$ cat src/rtl/input_cond_pkg.sv
// Shared types and constants for the button/switch input conditioner.
// Holds the debounce state encoding, counter widths and the tick divider derivation.
package input_cond_pkg;

    typedef enum logic {
        STABLE  = 1'b0,
        PENDING = 1'b1
    } db_state_t;

    // 16 bits covers TICK_DIV up to 65535, i.e. clocks up to 65 MHz.
    localparam int TICK_CNT_W = 16;
    localparam int DB_CNT_W   = 8;
    localparam int LONG_CNT_W = 10;

    localparam int NUM_BUTTONS  = 2;
    localparam int NUM_SWITCHES = 8;
    localparam int NUM_INPUTS   = NUM_BUTTONS + NUM_SWITCHES;

    function automatic int tick_div(input int clk_hz);
        return clk_hz / 1000;
    endfunction

endpackage

$ cat src/rtl/input_conditioner_debounce_bit.sv
// Single-bit debouncer: STABLE/PENDING FSM clocked by the shared 1 ms tick.
// Emits registered level, rise/fall pulses and a sticky "accepted" flag.
module debounce_bit
    import input_cond_pkg::*;
#(
    parameter int DEBOUNCE_MS = 20
) (
    input  logic clk_50m,
    input  logic reset,
    input  logic sync,
    input  logic tick,
    output logic level,
    output logic rise,
    output logic fall,
    output logic accepted
);

    localparam logic [DB_CNT_W-1:0] DB_LIMIT = DB_CNT_W'(DEBOUNCE_MS);

    db_state_t             state_q, state_d;
    logic                  level_q, level_d;
    logic [DB_CNT_W-1:0]   cnt_q,   cnt_d;
    logic                  first_q, first_d;
    logic                  rise_q,  rise_d;
    logic                  fall_q,  fall_d;
    logic [DB_CNT_W-1:0]   cnt_inc;

    assign cnt_inc = cnt_q + DB_CNT_W'(1);

    // NOTE: sequential state uses non-blocking assignments so every flop samples
    // pre-edge values regardless of statement order.
    always_ff @(posedge clk_50m or posedge reset) begin
        if (reset) begin
            state_q <= STABLE;
            level_q <= 1'b0;
            cnt_q   <= '0;
            first_q <= 1'b1;
            rise_q  <= 1'b0;
            fall_q  <= 1'b0;
        end else begin
            state_q <= state_d;
            level_q <= level_d;
            cnt_q   <= cnt_d;
            first_q <= first_d;
            rise_q  <= rise_d;
            fall_q  <= fall_d;
        end
    end

    // NOTE: every variable gets a default at the top so no path leaves one
    // unassigned and no latch is inferred.
    always_comb begin
        state_d = state_q;
        level_d = level_q;
        cnt_d   = cnt_q;
        first_d = first_q;
        rise_d  = 1'b0;
        fall_d  = 1'b0;

        unique case (state_q)
            STABLE: begin
                if (sync != level_q) begin
                    // A tick in this same cycle is deliberately not counted.
                    state_d = PENDING;
                    cnt_d   = '0;
                end else if (first_q && tick) begin
                    // Until first acceptance, count how long the reset level has held.
                    if (cnt_inc == DB_LIMIT) begin
                        first_d = 1'b0;
                        cnt_d   = '0;
                    end else begin
                        cnt_d = cnt_inc;
                    end
                end
            end
            PENDING: begin
                if (sync == level_q) begin
                    state_d = STABLE;
                    cnt_d   = '0;
                end else if (tick) begin
                    if (cnt_inc == DB_LIMIT) begin
                        state_d = STABLE;
                        level_d = sync;
                        rise_d  = sync;
                        fall_d  = ~sync;
                        first_d = 1'b0;
                        cnt_d   = '0;
                    end else begin
                        cnt_d = cnt_inc;
                    end
                end
            end
            default: begin
                state_d = STABLE;
                cnt_d   = '0;
            end
        endcase
    end

    assign level    = level_q;
    assign rise     = rise_q;
    assign fall     = fall_q;
    assign accepted = ~first_q;

endmodule

$ cat src/rtl/input_conditioner.sv
// Board input front end: 2-flop sync, 1 ms tick, per-bit debounce, switch aggregation.
// Optional long-press detection is compiled in with INPUT_COND_LONG_PRESS_EN.
module input_conditioner
    import input_cond_pkg::*;
#(
    parameter int CLK_HZ      = 50_000_000,
    parameter int DEBOUNCE_MS = 20,
    parameter int LONG_MS     = 1000
) (
    input  logic                    clk_50m,
    input  logic                    reset,
    input  logic [NUM_BUTTONS-1:0]  button_raw,
    input  logic [NUM_SWITCHES-1:0] switch_raw,
    output logic [NUM_BUTTONS-1:0]  button_level,
    output logic [NUM_BUTTONS-1:0]  button_press,
    output logic [NUM_BUTTONS-1:0]  button_release,
    output logic [NUM_BUTTONS-1:0]  button_long,
    output logic [NUM_SWITCHES-1:0] switch_level,
    output logic                    switch_change,
    output logic                    switch_valid
);

    localparam int                    TICK_DIV  = tick_div(CLK_HZ);
    localparam logic [TICK_CNT_W-1:0] TICK_LAST = TICK_CNT_W'(TICK_DIV - 1);

    logic [TICK_CNT_W-1:0] prescale_q;
    logic                  tick;

    logic [NUM_INPUTS-1:0] raw_all;
    logic [NUM_INPUTS-1:0] sync_meta_q;
    logic [NUM_INPUTS-1:0] sync_q;

    logic [NUM_INPUTS-1:0] level_all;
    logic [NUM_INPUTS-1:0] rise_all;
    logic [NUM_INPUTS-1:0] fall_all;
    logic [NUM_INPUTS-1:0] accepted_all;

    logic                  switch_valid_q;
    logic                  switch_change_q;
    logic [NUM_BUTTONS-1:0] unused_button_accepted;

    always_ff @(posedge clk_50m or posedge reset) begin
        if (reset) begin
            prescale_q <= '0;
        end else if (prescale_q == TICK_LAST) begin
            prescale_q <= '0;
        end else begin
            prescale_q <= prescale_q + TICK_CNT_W'(1);
        end
    end

    assign tick = (prescale_q == TICK_LAST);

    // Buttons occupy the low bits, switches the upper bits of the shared vectors.
    assign raw_all = {switch_raw, button_raw};

    always_ff @(posedge clk_50m or posedge reset) begin
        if (reset) begin
            sync_meta_q <= '0;
            sync_q      <= '0;
        end else begin
            sync_meta_q <= raw_all;
            sync_q      <= sync_meta_q;
        end
    end

    for (genvar i = 0; i < NUM_INPUTS; i++) begin : g_db
        debounce_bit #(
            .DEBOUNCE_MS(DEBOUNCE_MS)
        ) u_debounce_bit (
            .clk_50m  (clk_50m),
            .reset    (reset),
            .sync     (sync_q[i]),
            .tick     (tick),
            .level    (level_all[i]),
            .rise     (rise_all[i]),
            .fall     (fall_all[i]),
            .accepted (accepted_all[i])
        );
    end

    assign unused_button_accepted = accepted_all[NUM_BUTTONS-1:0];

    // The acceptance that completes the valid set is seen while valid_q is still low,
    // so it never produces a change pulse.
    always_ff @(posedge clk_50m or posedge reset) begin
        if (reset) begin
            switch_valid_q  <= 1'b0;
            switch_change_q <= 1'b0;
        end else begin
            switch_valid_q  <= switch_valid_q | (&accepted_all[NUM_INPUTS-1:NUM_BUTTONS]);
            switch_change_q <= switch_valid_q &
                               (|(rise_all[NUM_INPUTS-1:NUM_BUTTONS] |
                                  fall_all[NUM_INPUTS-1:NUM_BUTTONS]));
        end
    end

`ifdef INPUT_COND_LONG_PRESS_EN
    localparam logic [LONG_CNT_W-1:0] LONG_LIMIT = LONG_CNT_W'(LONG_MS);
    localparam logic [LONG_CNT_W-1:0] LONG_PRE   = LONG_CNT_W'(LONG_MS - 1);

    logic [NUM_BUTTONS-1:0][LONG_CNT_W-1:0] hold_cnt_q;
    logic [NUM_BUTTONS-1:0]                 long_q;

    // NOTE: the hold counters are a small packed array of flops, so they are reset
    // like any other state; large RAM-style arrays would be left unreset instead.
    always_ff @(posedge clk_50m or posedge reset) begin
        if (reset) begin
            hold_cnt_q <= '0;
            long_q     <= '0;
        end else begin
            for (int b = 0; b < NUM_BUTTONS; b++) begin
                long_q[b] <= 1'b0;
                if (!level_all[b]) begin
                    hold_cnt_q[b] <= '0;
                end else if (tick && (hold_cnt_q[b] != LONG_LIMIT)) begin
                    // Saturating at LONG_LIMIT suppresses repeats until release.
                    hold_cnt_q[b] <= hold_cnt_q[b] + LONG_CNT_W'(1);
                    long_q[b]     <= (hold_cnt_q[b] == LONG_PRE);
                end
            end
        end
    end

    assign button_long = long_q;
`else
    logic [LONG_CNT_W-1:0] unused_long_ms;
    assign unused_long_ms = LONG_CNT_W'(LONG_MS);
    assign button_long    = '0;
`endif

    assign button_level   = level_all[NUM_BUTTONS-1:0];
    assign button_press   = rise_all[NUM_BUTTONS-1:0];
    assign button_release = fall_all[NUM_BUTTONS-1:0];
    assign switch_level   = level_all[NUM_INPUTS-1:NUM_BUTTONS];
    assign switch_change  = switch_change_q;
    assign switch_valid   = switch_valid_q;

endmodule

$ cat config.mk
export PLATFORM = sky130hd
export DESIGN_NAME = input_conditioner
export DESIGN_NICKNAME = d
export VERILOG_FILES = /design/src/rtl/input_cond_pkg.sv /design/src/rtl/input_conditioner_debounce_bit.sv /design/src/rtl/input_conditioner.sv
export SDC_FILE = /design/constraint.sdc
export NUM_CORES = 1
export LEC_CHECK = 0
export ABC_CLOCK_PERIOD_IN_PS = 4800
export CORE_MARGIN = 4
export CORE_UTILIZATION = 40
export DETAILED_ROUTE_END_ITERATION = 10
export PLACE_DENSITY_LB_ADDON = 0.2
export SYNTH_ARGS = -nofsm -noshare
export SYNTH_HDL_FRONTEND = slang
export SYNTH_HIERARCHICAL = 1
export SYNTH_SLANG_ARGS = --single-unit
$ cat constraint.sdc
create_clock -name clk_50m -period 4.8 [get_ports clk_50m]
set_input_delay 0.48 -clock clk_50m [delete_from_list [all_inputs] [get_ports clk_50m]]
set_output_delay 0.48 -clock clk_50m [all_outputs]
set_load 0.03 [all_outputs]
* After elaboration in Yosys (flattened, before gate mapping)
Index checks and enable logic that the tools add are counted.
** Word-level totals
- Register bits :: 168
- Output and inout bits :: 18
- Input port bits :: 12
- Logic and storage cells :: 501
** Cells by class
- Add/sub/neg operators :: 11
- Reductions and logical operators :: 42
- Muxes and demuxes :: 251
- Equal/unequal tests :: 91
- Bitwise gates (word level) :: 41
** Operators by type and width (number)
- $mux 8 :: 50
- $mux 1 :: 170
- $pmux 8 s2 :: 10
- $add 8x1->8 const B :: 10
- $eq 8x5->1 const B :: 10
- $reduce_and 4->1 :: 20
- $ne 2x2->1 const B :: 29
- $pmux 1 s2 :: 20
- $not 1->1 :: 38
- $ne 3x1->1 const B :: 10
- $ne 3x3->1 const B :: 9
- $ne 2x1->1 const B :: 11
- $reduce_and 2->1 :: 10
- $add 16x1->16 const B :: 1
- $eq 16x16->1 const B :: 1
- $mux 16 :: 1
- $eq 1x1->1 :: 10
- $logic_and 1x1->1 :: 10
- $ne 1x1->1 :: 10
- $or 8x8->8 :: 1
- $reduce_and 8->1 :: 1
- $reduce_or 8->1 :: 1
- $ne 3x2->1 const B :: 1
- $and 1x1->1 :: 1
- $or 1x1->1 :: 1

* Longest topological paths before layout
Gate-level depths: netlist (run 1).
- Depth in word-level cells :: 6
- Mapped depth :: 8
- Gate-level depth less buffers :: 8

* Cells and area by module
The synthesis (run 1) kept the hierarchy.
** Modules (own cells, without submodules)
- debounce_bit :: area an instance 745.7 um2, times used 10, cells an instance 77
- input_conditioner :: area an instance 1411.4 um2, times used 1, cells an instance 106

* Worst setup path before layout (run 1)
OpenSTA, ideal clock, no wires.
- Path type :: register -> register
- Start point :: register prescale_q[4]
- End point :: register g_db[0].u_debounce_bit.cnt_q[0]
- Path slack :: 1.360 ns
- Data required time :: 4.718 ns
- Cell stages (with the launch flop) :: 6
- Arrival time :: 3.358 ns
- Clock period less this slack :: 3.440 ns
- Buffers on the path :: 0
- Library setup time :: 0.082 ns
- Path through :: dfrtp_1 > or4b_4 > nor4_4 > o21ai_0 > or3_1 > o22ai_1
** On the way
- Longest elaborated chain between the ends :: 4
- Elaborated cells between the ends (all ways) :: 5
- Classes of those cells :: eq/ne: 3; reduce/logical: 2
** RTL lines
- start, declared :: line input_conditioner.sv:26 : logic [TICK_CNT_W-1:0] prescale_q;
- start signal, assigned :: line input_conditioner.sv:48 : prescale_q <= prescale_q + TICK_CNT_W'(1);
- $eq 16x16->1 (*) :: line input_conditioner.sv:52 : assign tick = (prescale_q == TICK_LAST);
- via tick :: line input_conditioner.sv:27 : logic tick;
- $logic_and 1x1->1 :: line input_conditioner_debounce_bit.sv:66 : end else if (first_q && tick) begin
- $ne 3x1->1 (no line)
- $reduce_and 2->1 (no line) (*)
- end signal, assigned :: line input_conditioner_debounce_bit.sv:43 : cnt_q <= cnt_d;
- end, declared :: line input_conditioner_debounce_bit.sv:22 : logic [DB_CNT_W-1:0] cnt_q, cnt_d;
The timed path passes the listed nets; every way through them passes the cells marked *.
A chain may end at the register's enable or synchronous reset.

* Worst setup path after layout (run 1)
- Start point :: register prescale_q[4]
- End point :: register g_db[7].u_debounce_bit.cnt_q[7]
** On the way
- Longest elaborated chain between the ends :: 4
- Elaborated cells between the ends (all ways) :: 5
- Classes of those cells :: eq/ne: 3; reduce/logical: 2
** RTL lines (line)
- $eq 16x16->1 (*) :: input_conditioner.sv:52
- via tick :: input_conditioner.sv:27
- $logic_and 1x1->1 :: input_conditioner_debounce_bit.sv:66
- $ne 3x1->1 (no line)
- $reduce_and 2->1 (no line) (*)
- end signal, assigned :: input_conditioner_debounce_bit.sv:43
- end, declared :: input_conditioner_debounce_bit.sv:22
Marks and branches as above.

==> results of run 1 <==
worst max-delay path by stage:
stage,slack [ns],endpoint,startpoint
6_report,2.15,g_db[7].u_debounce_bit/cnt_q[7],prescale_q[4]
5_1_grt,1.95,g_db[6].u_debounce_bit/cnt_q[7],prescale_q[4]
4_1_cts,2.14,g_db[7].u_debounce_bit/cnt_q[7],prescale_q[4]
3_5_place_dp,2.14,g_db[2].u_debounce_bit/cnt_q[7],prescale_q[4]
3_3_place_gp,2.18,g_db[2].u_debounce_bit/cnt_q[7],prescale_q[4]
2_1_floorplan,1.36,g_db[0].u_debounce_bit/cnt_q[0],prescale_q[4]
area by class of cell:
| type | instances | share of cell area |
|---|---|---|
| well taps | 280 | 0.0356 |
| flip-flops and latches | 168 | 0.428 |
| inverters | 32 | 0.0122 |
| clock buffers | 19 | 0.0450 |
| clock inverters | 13 | 0.0253 |
| multi-input cells | 621 | 0.424 |
| repair buffers | 29 | 0.0290 |
cells by family (layout without fill, tap and decap cells):
family / count (synthesis) / in the layout / synth area share
AOI/OAI and AO/OA: 134 / 134 / 0.100
xor gates and xnor gates: 102 / 102 / 0.101
adders and majority gates: 21 / 21 / 0.0296
buffers and inverters: 88 / 93 / 0.0539
DFF: 168 / 168 / 0.475
muxes: 11 / 11 / 0.0138
other: 1 / 2 / 0.000423
and+or+nand+nor: 351 / 351 / 0.226
synth_stat cells:
cell type and number:
and3b_1 10, o22ai_1 10, mux2_1 10, a41oi_1 1
buf_6 10, nor2b_1 21, and4_1 21, nand2_1 55
o21ai_0 22, o21ai_2 10, a31oi_1 30, xnor2_1 55
ha_1 21, a311o_1 10, nor4_1 17, nor4_4 1
o21a_1 10, or4b_4 1, mux2i_1 1, a21oi_1 21
nand4_1 38, xor2_1 47, or2_2 1, nor2_1 59
or4bb_1 2, clkbuf_1 20, nand2b_1 1, buf_2 10
buf_4 16, dfstp_2 10, dfrtp_1 158, inv_1 32
or3_1 21, and3_4 10, nand3_1 53, o31ai_1 20
and3_1 40, conb_1 1
worst register-to-register path, cell delays in order, from the launching register on:
cell,delay (ns)
dfrtp_1,0.43
or4b_4,0.55
nor4_4,0.28
buf_4,0.40
o21a_1,0.31
and3b_1,0.23
nand3_1,0.10
xor2_1,0.14
nor2_1,0.05
power by group:
| group | leakage [nW] | switching [mW] | total, mW | internal [mW] |
|---|---|---|---|---|
| sequential | 2.22 | 0.0127 | 1.44 | 1.43 |
| combinational | 1.78 | 0.0695 | 0.0909 | 0.0215 |
| clock | 0.333 | 0.549 | 1.59 | 1.04 |
flip-flops by register name, indices dropped and copies added, names as in the netlist:
signal / flops
switch_change: 1
prescale_q: 16
switch_valid: 1
g_db.u_debounce_bit/fall: 10
sync_meta_q: 10
g_db.u_debounce_bit/level: 10
g_db.u_debounce_bit/cnt_q: 80
sync_q: 10
g_db.u_debounce_bit/state_q: 10
g_db.u_debounce_bit/rise: 10
g_db.u_debounce_bit/first_q: 10
metal layers:
| metal | vias to the layer above | routed length, um |
|---|---|---|
| met5 | - | 0 |
| met4 | 0 | 126 |
| met3 | 11 | 495 |
| met2 | 82 | 7490 |
| met1 | 3008 | 8440 |
| li1 | 3104 | - |
stage by stage:
step           power [mW]  area (um2)  hold WS [ns]   util
2_1_floorplan        1.53        8870         0.331      -
3_3_place_gp         1.56        9150         0.332  0.419
3_5_place_dp         1.56        9150         0.336  0.419
4_1_cts              3.18        9840         0.350  0.451
5_1_grt              3.24        9840         0.362  0.451
6_report             3.12        9840         0.346  0.451
==> results.md, run 1 <==
* Post-CTS Setup Repair Bufs at 0
* Initial drt markers at 358
* Max cap viols at 0
* Die area at 24600 um2
* Yosys top cell by area: dfrtp_1
* Hold Startpoint: sync_meta_q[6]
* Unique masters post-synth at 38
* Endpoints failing setup at 0
* Fraction of layout cells with a size suffix above 1 at 0.0760
* Register area at 4220 um2
* CTS tree: yes
* Antenna violations before repair at 0
* Die Y at 157 um
* Worst Tran Pin Value at 0.953 ns
* Maximum clock path buffer count at 2
* Nature of the critical path startpoint: register
* # clock sinks at 168
* Residual DRC at 0
* Root Driver: clkbuf_16
* Setup_tns at 0 ns
* Cells after DPL at 1130
* Met3 usage at 0.0286
* Commonest cells after routing, fill and taps aside: dfrtp_1 (158), nor2_1 (59), nand2_1 (55), xnor2_1 (55), nand3_1 (53)
* Ports at 30
* Routed len/inst at 14.2 um
* HP Class: register to register
* Met1 Use GR at 0.203
* Top post-synthesis cells by area: dfrtp_1 (45%), xnor2_1 (5.4%), xor2_1 (4.6%)
* Number of global-route vias before repair at 5766
* Mean Syn Cell Area at 10.1 um2
* CP max-delay cell: or4b_4
* H-tree depth at 4
* Width of the die at 157 um
* CP max stage delay at 0.55 ns
* Vias/cell at 5.34
* TritonCTS buffer count at 17
* Total Wirelength at 16500 um
* Final cell count without fillers at 1162
* Cell depth of the worst hold path at 0
* Met2 Use GR at 0.220
* Critical Path End Type: register
* Power per cell area at 317 nW/um2
* Leak at 4.34 nW
* Pin count of the biggest net entering global routing at 42
* # hold bufs at CTS at 0
* Site Rows at 54
* Area Growth Syn to Fin at 11.0%
* Antenna viol nets, final at 0
* N_diodes at 0
* Worst EP arrival at 2.91 ns
* Slew margin rel. at 0.360
* Nets at 902
* Max Freq at 378 MHz
* Levels on crit path at 8
* CP top delay family: simple AND/OR/NAND/NOR gates
* Synth top area share at 0.446
* RR Endpoint: g_db[7].u_debounce_bit/cnt_q[7]
* Total Routing Usage GR at 0.141
* Vias after detailed routing at 6205
* Cts repair resizes at 0
* Crit path cell chain: or4b_4, nor4_4, buf_4, o21a_1, and3b_1, nand3_1, xor2_1, nor2_1
* Pre-CTS setup slack at 2.14 ns
* GR peak layer: met2
* Global placer's final weighted congestion at 0.787
* Latest clock arrival within the worst-skew pair at 0.42 ns
* Most common cell after layout, fill and taps aside: dfrtp_1
* Max Slew Vio Count at 0
* Mapped Area at 8870 um2
* Seq/Total Area, Yosys at 0.475
* Worst R2R Start: prescale_q[4]
* Yosys warning total at 6
* CORE AREA at 21800 um2
* Reg2reg path depth at 8
* Initial core utilization at 0.406
* Final Cycle Share at 0.552
* Multi-input gate area at 4180 um2
* Hold-critical path endpoint: sync_q[6]
* Fin. Hold Viols at 0
* Syn Inst Count at 876
* Max VDD drop at 0.000252 V
* Detail Placement HPWL at 11300 um
* Critical Path RT at 5.06 ns
* Status: finished clean
* Clock transition at path regs at 0.06 ns
* Minimum clock period at 2.65 ns
* Reg-to-reg setup timing slack at 2.15 ns
* # fillers at 2071
* Max Fanout on Critical Path at 41
* Yosys reg bits at 168
* DRT Pass-1 Iters at 4
* Critical path buffer and inverter count at 1
* Setup ws final at 2.15 ns
* Unrepaired setup endpoints after global routing: no
* Grt ovf at 0
* First-pass GRT wire length at 28700 um
* Port Buffer Count at 27
* CP Class: register to register
* Skew final at 0.00964 ns
No activity file was read; power rests on OpenSTA's default activity.
==> run 2: changes to the inputs <==
--- a/config.mk
+++ b/config.mk
@@ -5,7 +5,7 @@
 export SDC_FILE = /design/constraint.sdc
 export NUM_CORES = 1
 export LEC_CHECK = 0
-export ABC_CLOCK_PERIOD_IN_PS = 4800
+export ABC_CLOCK_PERIOD_IN_PS = 2200
 export CORE_MARGIN = 4
 export CORE_UTILIZATION = 40
 export DETAILED_ROUTE_END_ITERATION = 10
==> constraint.sdc (replaced) <==
create_clock -name clk_50m -period 2.2 [get_ports clk_50m]
set_input_delay 0.22 -clock clk_50m [delete_from_list [all_inputs] [get_ports clk_50m]]
set_output_delay 0.22 -clock clk_50m [all_outputs]
set_load 0.03 [all_outputs]
==> run 2 against run 1 <==
Against the previous run: the flow now finishes with violations (negative setup slack); via count increased by 7.6%; power increased by 120%; non-clock buffer count increased by 107; wire length increased by 14%; count of clock-buffer cells in the layout increased by 2; cell area increased by 14%; sequential power increased by 120%; largest cell class is now multi-input combinational cells.
==> results.md, run 2 (synthesis results as in run 1) <==
* Slew margin rel. at 0.584
* Site Rows at 54
* Fraction of layout cells with a size suffix above 1 at 0.266
* Max Slew Vio Count at 0
* Minimum clock period at 2.37 ns
* Logic pwr share at 0.035
* Failing checks: negative setup slack
* Clock transition at path regs at 0.06 ns
* Top flop regs: g_db.u_debounce_bit/cnt_q: 80 flops, prescale_q: 16 flops
* Area Growth Syn to Fin at 27.0%
* Critical Path RT at 2.51 ns
* Most common cell after layout, fill and taps aside: dfrtp_1
* # hold bufs at CTS at 0
* Grt ovf at 0
* Final Cycle Share at 1.08
* Max Freq at 423 MHz
* Setup ws final at -0.165 ns
* Clock power frac at 0.506
* CTS tree: yes
* Nature of the critical path startpoint: register
* Biggest register: g_db.u_debounce_bit/cnt_q
* Sw Pwr at 1.42 mW
* Ports at 30
* Pin count of the biggest net entering global routing at 35
* Sequential group share of total power at 0.459
* Cells after DPL at 1200
* Die Y at 157 um
* Detail Placement HPWL at 12300 um
* Unrepaired setup endpoints after global routing: yes
* TritonCTS buffer count at 17
* Number of global-route vias before repair at 6393
* Number of flip-flops in the largest register at 80
* Antenna viol nets, final at 0
* Setup_tns at -4.59 ns
* Fin. Hold Viols at 0
* Pwr Total at 6.87 mW
* Max Fanout on Critical Path at 6
* First-pass GRT wire length at 31500 um
* Power per cell area at 609 nW/um2
* Status: finished with violations
* Global placer's final weighted congestion at 0.811
* H-tree depth at 4
* N_diodes at 0
* Vias after detailed routing at 6676
* Max cap viols at 0
* Worst Tran Pin Value at 0.620 ns
* Final cell count without fillers at 1269
* CP Class: register to register
* Worst EP arrival at 2.68 ns
* Vias/cell at 5.26
* Post-Place Cell Area at 9690 um2
* Leak at 5.01 nW
* Residual DRC at 0
* Max VDD drop at 0.000454 V
* Antenna violations before repair at 0
* Endpoints failing setup at 64
* HP Class: input pin to register
* Latest clock arrival within the worst-skew pair at 0.43 ns
* Final Cell Area at 11300 um2
* Cell Int Power at 5.45 mW
* Die area at 24600 um2
* Maximum clock path buffer count at 2
* # clock sinks at 168
* Port Buffer Count at 27
* Initial drt markers at 301
* Net Sw Frac at 0.207
* Total Routing Usage GR at 0.156
* Skew final at 0.0130 ns
* Pre-CTS setup slack at -0.180 ns
* Routed len/inst at 14.9 um
* Initial core utilization at 0.406
* Critical Path End Type: register
* Total Wirelength at 18900 um
* DRT Pass-1 Iters at 5
* Nets at 1009
* Width of the die at 157 um
* CORE AREA at 21800 um2
* Root Driver: clkbuf_16
* Commonest cells after routing, fill and taps aside: dfrtp_1 (158), buf_4 (81), nor2_1 (59)
run 2: cell count changes in the layout (fill, tap and decap cells not counted), moves of 9 or more:
cell	before	now
buf_4	2	81
buf_6	0	22
o21ai_0	22	2
nand3_1	53	39
nand3_2	0	14
o21a_1	10	0
o21a_4	0	10
o21ai_1	0	10
mux2_1	10	1
mux2_4	0	9
run 2: cell type report:
cell class	instances	area, um2
well taps	280	350
flip-flops and latches	168	4220
clock buffers	21	480
fillers	1952	10600
multi-input cells	621	4640
clock inverters	11	216
repair buffers	136	1240
inverters	32	120
run 2: worst max-delay path, stage by stage (launching register included):
cell	delay, ns
dfrtp_1	0.38
or4b_4	0.55
nor4_4	0.28
buf_4	0.19
buf_8	0.14
buf_6	0.12
and3_4	0.20
nand3_2	0.08
mux2_4	0.32
run 2: final timing paths:
path,end,slack (ns),start,cells past startpoint
worst max register to register,g_db[4].u_debounce_bit/level,-0.17,prescale_q[7],8
max in group asynchronous,g_db[5].u_debounce_bit/first_q,1.16,reset,3
worst min-delay path,sync_meta_q[3],0.23,switch_raw[1],1
worst max-delay path,g_db[4].u_debounce_bit/level,-0.17,prescale_q[7],8
worst min register to register,sync_q[1],0.35,sync_meta_q[1],0
min in group asynchronous,sync_q[7],0.44,reset,2
run 2: per-layer routing:
metal | wire, um | part of all wire | vias up | global-route usage
li1 | - | - | 3322 | -
met1 | 9210 | 0.49 | 3275 | 0.219
met2 | 9020 | 0.48 | 65 | 0.250
met3 | 449 | 0.024 | 14 | 0.0322
met4 | 169 | 0.0090 | 0 | 0.0364
met5 | 0 | 0 | - | 0
run 2: power groups by stage:
stage	sequential [mW]	combinational, mW	clock, mW
global placement	3.20	0.239	0
finish	3.15	0.239	3.47
detailed placement	3.20	0.240	0
global route	3.16	0.274	3.70
floorplan	3.19	0.145	0
CTS	3.15	0.241	3.57
run 2: repair_timing:
item,in CTS,in global routing
resized for setup,65,72
hold endpoints to repair,0,0
cloned,2,0
endpoints found under the setup margin,77,86
pin swaps,7,21
buffers inserted,16,20
run 2: metrics by stage:
stage / util / hold slack (ns)
6_report: 0.516 / 0.229
5_1_grt: 0.516 / 0.222
4_1_cts: 0.494 / 0.209
3_5_place_dp: 0.444 / 0.336
3_3_place_gp: 0.444 / 0.333
2_1_floorplan: - / 0.0962
==> run 3: changes to the inputs <==
--- a/config.mk
+++ b/config.mk
@@ -9,7 +9,6 @@
 export CORE_MARGIN = 4
 export CORE_UTILIZATION = 40
 export DETAILED_ROUTE_END_ITERATION = 10
-export PLACE_DENSITY_LB_ADDON = 0.2
 export SYNTH_ARGS = -nofsm -noshare
 export SYNTH_HDL_FRONTEND = slang
 export SYNTH_HIERARCHICAL = 1
==> run 3 against run 2 <==
Against the previous run: the flow still finishes with violations (negative setup slack); non-clock buffer count unchanged; utilization decreased by 0.21 points; final cell count unchanged; via count increased by 1.5%; die area unchanged; critical path type unchanged.
==> results.md, run 3 (synthesis results as in run 1) <==
* Skew final at 0.0148 ns
* TritonCTS buffer count at 17
* Pre-CTS setup slack at -0.203 ns
* N_diodes at 0
* CP top delay family: simple AND/OR/NAND/NOR gates
* Unrepaired setup endpoints after global routing: yes
* Routed len/inst at 15.0 um
* Fin. Hold Viols at 0
* Net Sw Frac at 0.242
* First-pass GRT wire length at 32200 um
* Antenna violations before repair at 0
* Site Rows at 54
* Status: finished with violations
* Max Fanout on Critical Path at 8
* Register area at 4220 um2
* Most common cell after layout, fill and taps aside: dfrtp_1
* Sequential group share of total power at 0.496
* CTS tree: yes
* DRT Pass-1 Iters at 5
* Grt ovf at 0
* Failing checks: negative setup slack
* Pin count of the biggest net entering global routing at 19
* Antenna viol nets, final at 0
* Critical path buffer and inverter count at 3
* H-tree depth at 4
* Minimum clock period at 2.38 ns
* Final Cycle Share at 1.08
* Multi-input gate area at 4700 um2
* Clock power frac at 0.464
* Area Growth Syn to Fin at 26.5%
* Maximum clock path buffer count at 2
* Setup ws final at -0.176 ns
* Max Freq at 421 MHz
* Sw Pwr at 1.54 mW
* # fillers at 1947
* Top flop regs: g_db.u_debounce_bit/cnt_q: 80 flops, prescale_q: 16 flops
* Root Driver: clkbuf_16
* Critical Path End Type: register
* Vias/cell at 5.34
* Global placer's final weighted congestion at 0.798
* Residual DRC at 0
* Initial core utilization at 0.406
* Worst Tran Pin Value at 1.02 ns
* Biggest register: g_db.u_debounce_bit/cnt_q
* Nature of the critical path startpoint: register
* Hold slack final at 0.227 ns
* Logic pwr share at 0.040
* Latest clock arrival within the worst-skew pair at 0.43 ns
* Cell Int Power at 4.82 mW
* # hold bufs at CTS at 0
* Reg-to-reg setup timing slack at -0.18 ns
* Ports at 30
* CP max stage delay at 0.54 ns
* # clock sinks at 168
* Power per cell area at 566 nW/um2
* Nets at 1009
* CP Class: register to register
* CP max-delay cell: or4b_4
* Width of the die at 157 um
* Die Y at 157 um
* Critical Path RT at 2.51 ns
* Worst EP arrival at 2.69 ns
* Max cap viols at 0
* Vias after detailed routing at 6777
* Number of flip-flops in the largest register at 80
* Die area at 24600 um2
* HP Class: input pin to register
* Max Slew Vio Count at 0
* Detail Placement HPWL at 12500 um
* CORE AREA at 21800 um2
* Total Wirelength at 19100 um
* Initial drt markers at 324
* Commonest cells after routing, fill and taps aside: dfrtp_1 (158), buf_4 (70), nor2_1 (59)
* Number of global-route vias before repair at 6602
* Total Routing Usage GR at 0.160
* Crit path cell chain: or4b_4, nor4_4, buf_4, buf_8, buf_6, and3_4, nand3_2, mux2_4
* Leak at 4.91 nW
* Port Buffer Count at 27
* Endpoints failing setup at 61
* Slew margin rel. at 0.315
* Max VDD drop at 0.000455 V
* Fraction of layout cells with a size suffix above 1 at 0.265
* Clock transition at path regs at 0.07 ns
==> run 3: changes by cell type in the layout (fill, tap and decap cells not counted), moves of 3 or more <==
cell        change
inv_6           +5
buf_6          +13
nor4_2          +3
clkinvlp_4      +3
o22ai_2         -4
bufinv_16       -5
o21ai_4         +4
o22ai_1         +4
clkbuf_8        -3
o21ai_2         -5
nor4_1          -4
buf_4          -11
==> run 3: worst paths after layout <==
kind	startpoint	end	cells past startpoint
min	switch_raw[3]	sync_meta_q[5]	1
max in group asynchronous	reset	g_db[6].u_debounce_bit/first_q	2
max	prescale_q[4]	g_db[4].u_debounce_bit/level	8
max reg2reg	prescale_q[4]	g_db[4].u_debounce_bit/level	8
min reg2reg	sync_meta_q[1]	sync_q[1]	0
min in group asynchronous	reset	g_db[0].u_debounce_bit/cnt_q[4]	2
==> run 3: repair_timing <==
item,4_1_cts,5_1_grt
setup buffers,26,10
setup endpoints to repair,77,96
resized for setup,95,59
pin swaps,14,25
==> run 3: final cells by class <==
type | instances | share of cell area
Multi-Input combinational cell | 621 | 0.419
Sequential cell | 168 | 0.376
Timing Repair Buffer | 136 | 0.112
Clock buffer | 18 | 0.0391
Tap cell | 280 | 0.0312
Clock inverter | 14 | 0.0124
Inverter | 32 | 0.0107
==> run 3: power groups by stage <==
| stage | Sequential (mW) | Clock, mW | Combinational, mW |
|---|---|---|---|
| floorplan | 3.19 | 0 | 0.145 |
| global placement | 3.20 | 0 | 0.247 |
| detailed placement | 3.20 | 0 | 0.249 |
| CTS | 3.15 | 3.03 | 0.254 |
| global route | 3.15 | 3.17 | 0.284 |
| finish | 3.15 | 2.95 | 0.252 |
==> run 3: metal layers <==
layer	vias to the layer above	part of all wire	GRT usage
met1	3318	0.47	0.220
met4	0	0.011	0.0413
met2	107	0.48	0.258
met5	-	0	0
li1	3334	-	-
met3	18	0.031	0.0368
==> run 3: metrics by stage <==
step / std cells / cell area [um2] / utilization / total power, mW / setup TNS, ns
floorplan: 877 / 8870 / - / 3.34 / -119.23
global placement: 1207 / 9750 / 0.447 / 3.45 / -3.35
detailed placement: 1207 / 9750 / 0.447 / 3.45 / -6.29
CTS: 1265 / 10900 / 0.501 / 6.44 / -5.00
global route: 1269 / 11200 / 0.514 / 6.61 / -13.23
finish: 1269 / 11200 / 0.514 / 6.36 / -4.15
==> run 3: worst reg2reg max path: stages (launching register included) <==
cell	delay, ns
dfrtp_1	0.38
or4b_4	0.54
nor4_4	0.30
buf_4	0.19
buf_8	0.14
buf_6	0.13
and3_4	0.20
nand3_2	0.08
mux2_4	0.32
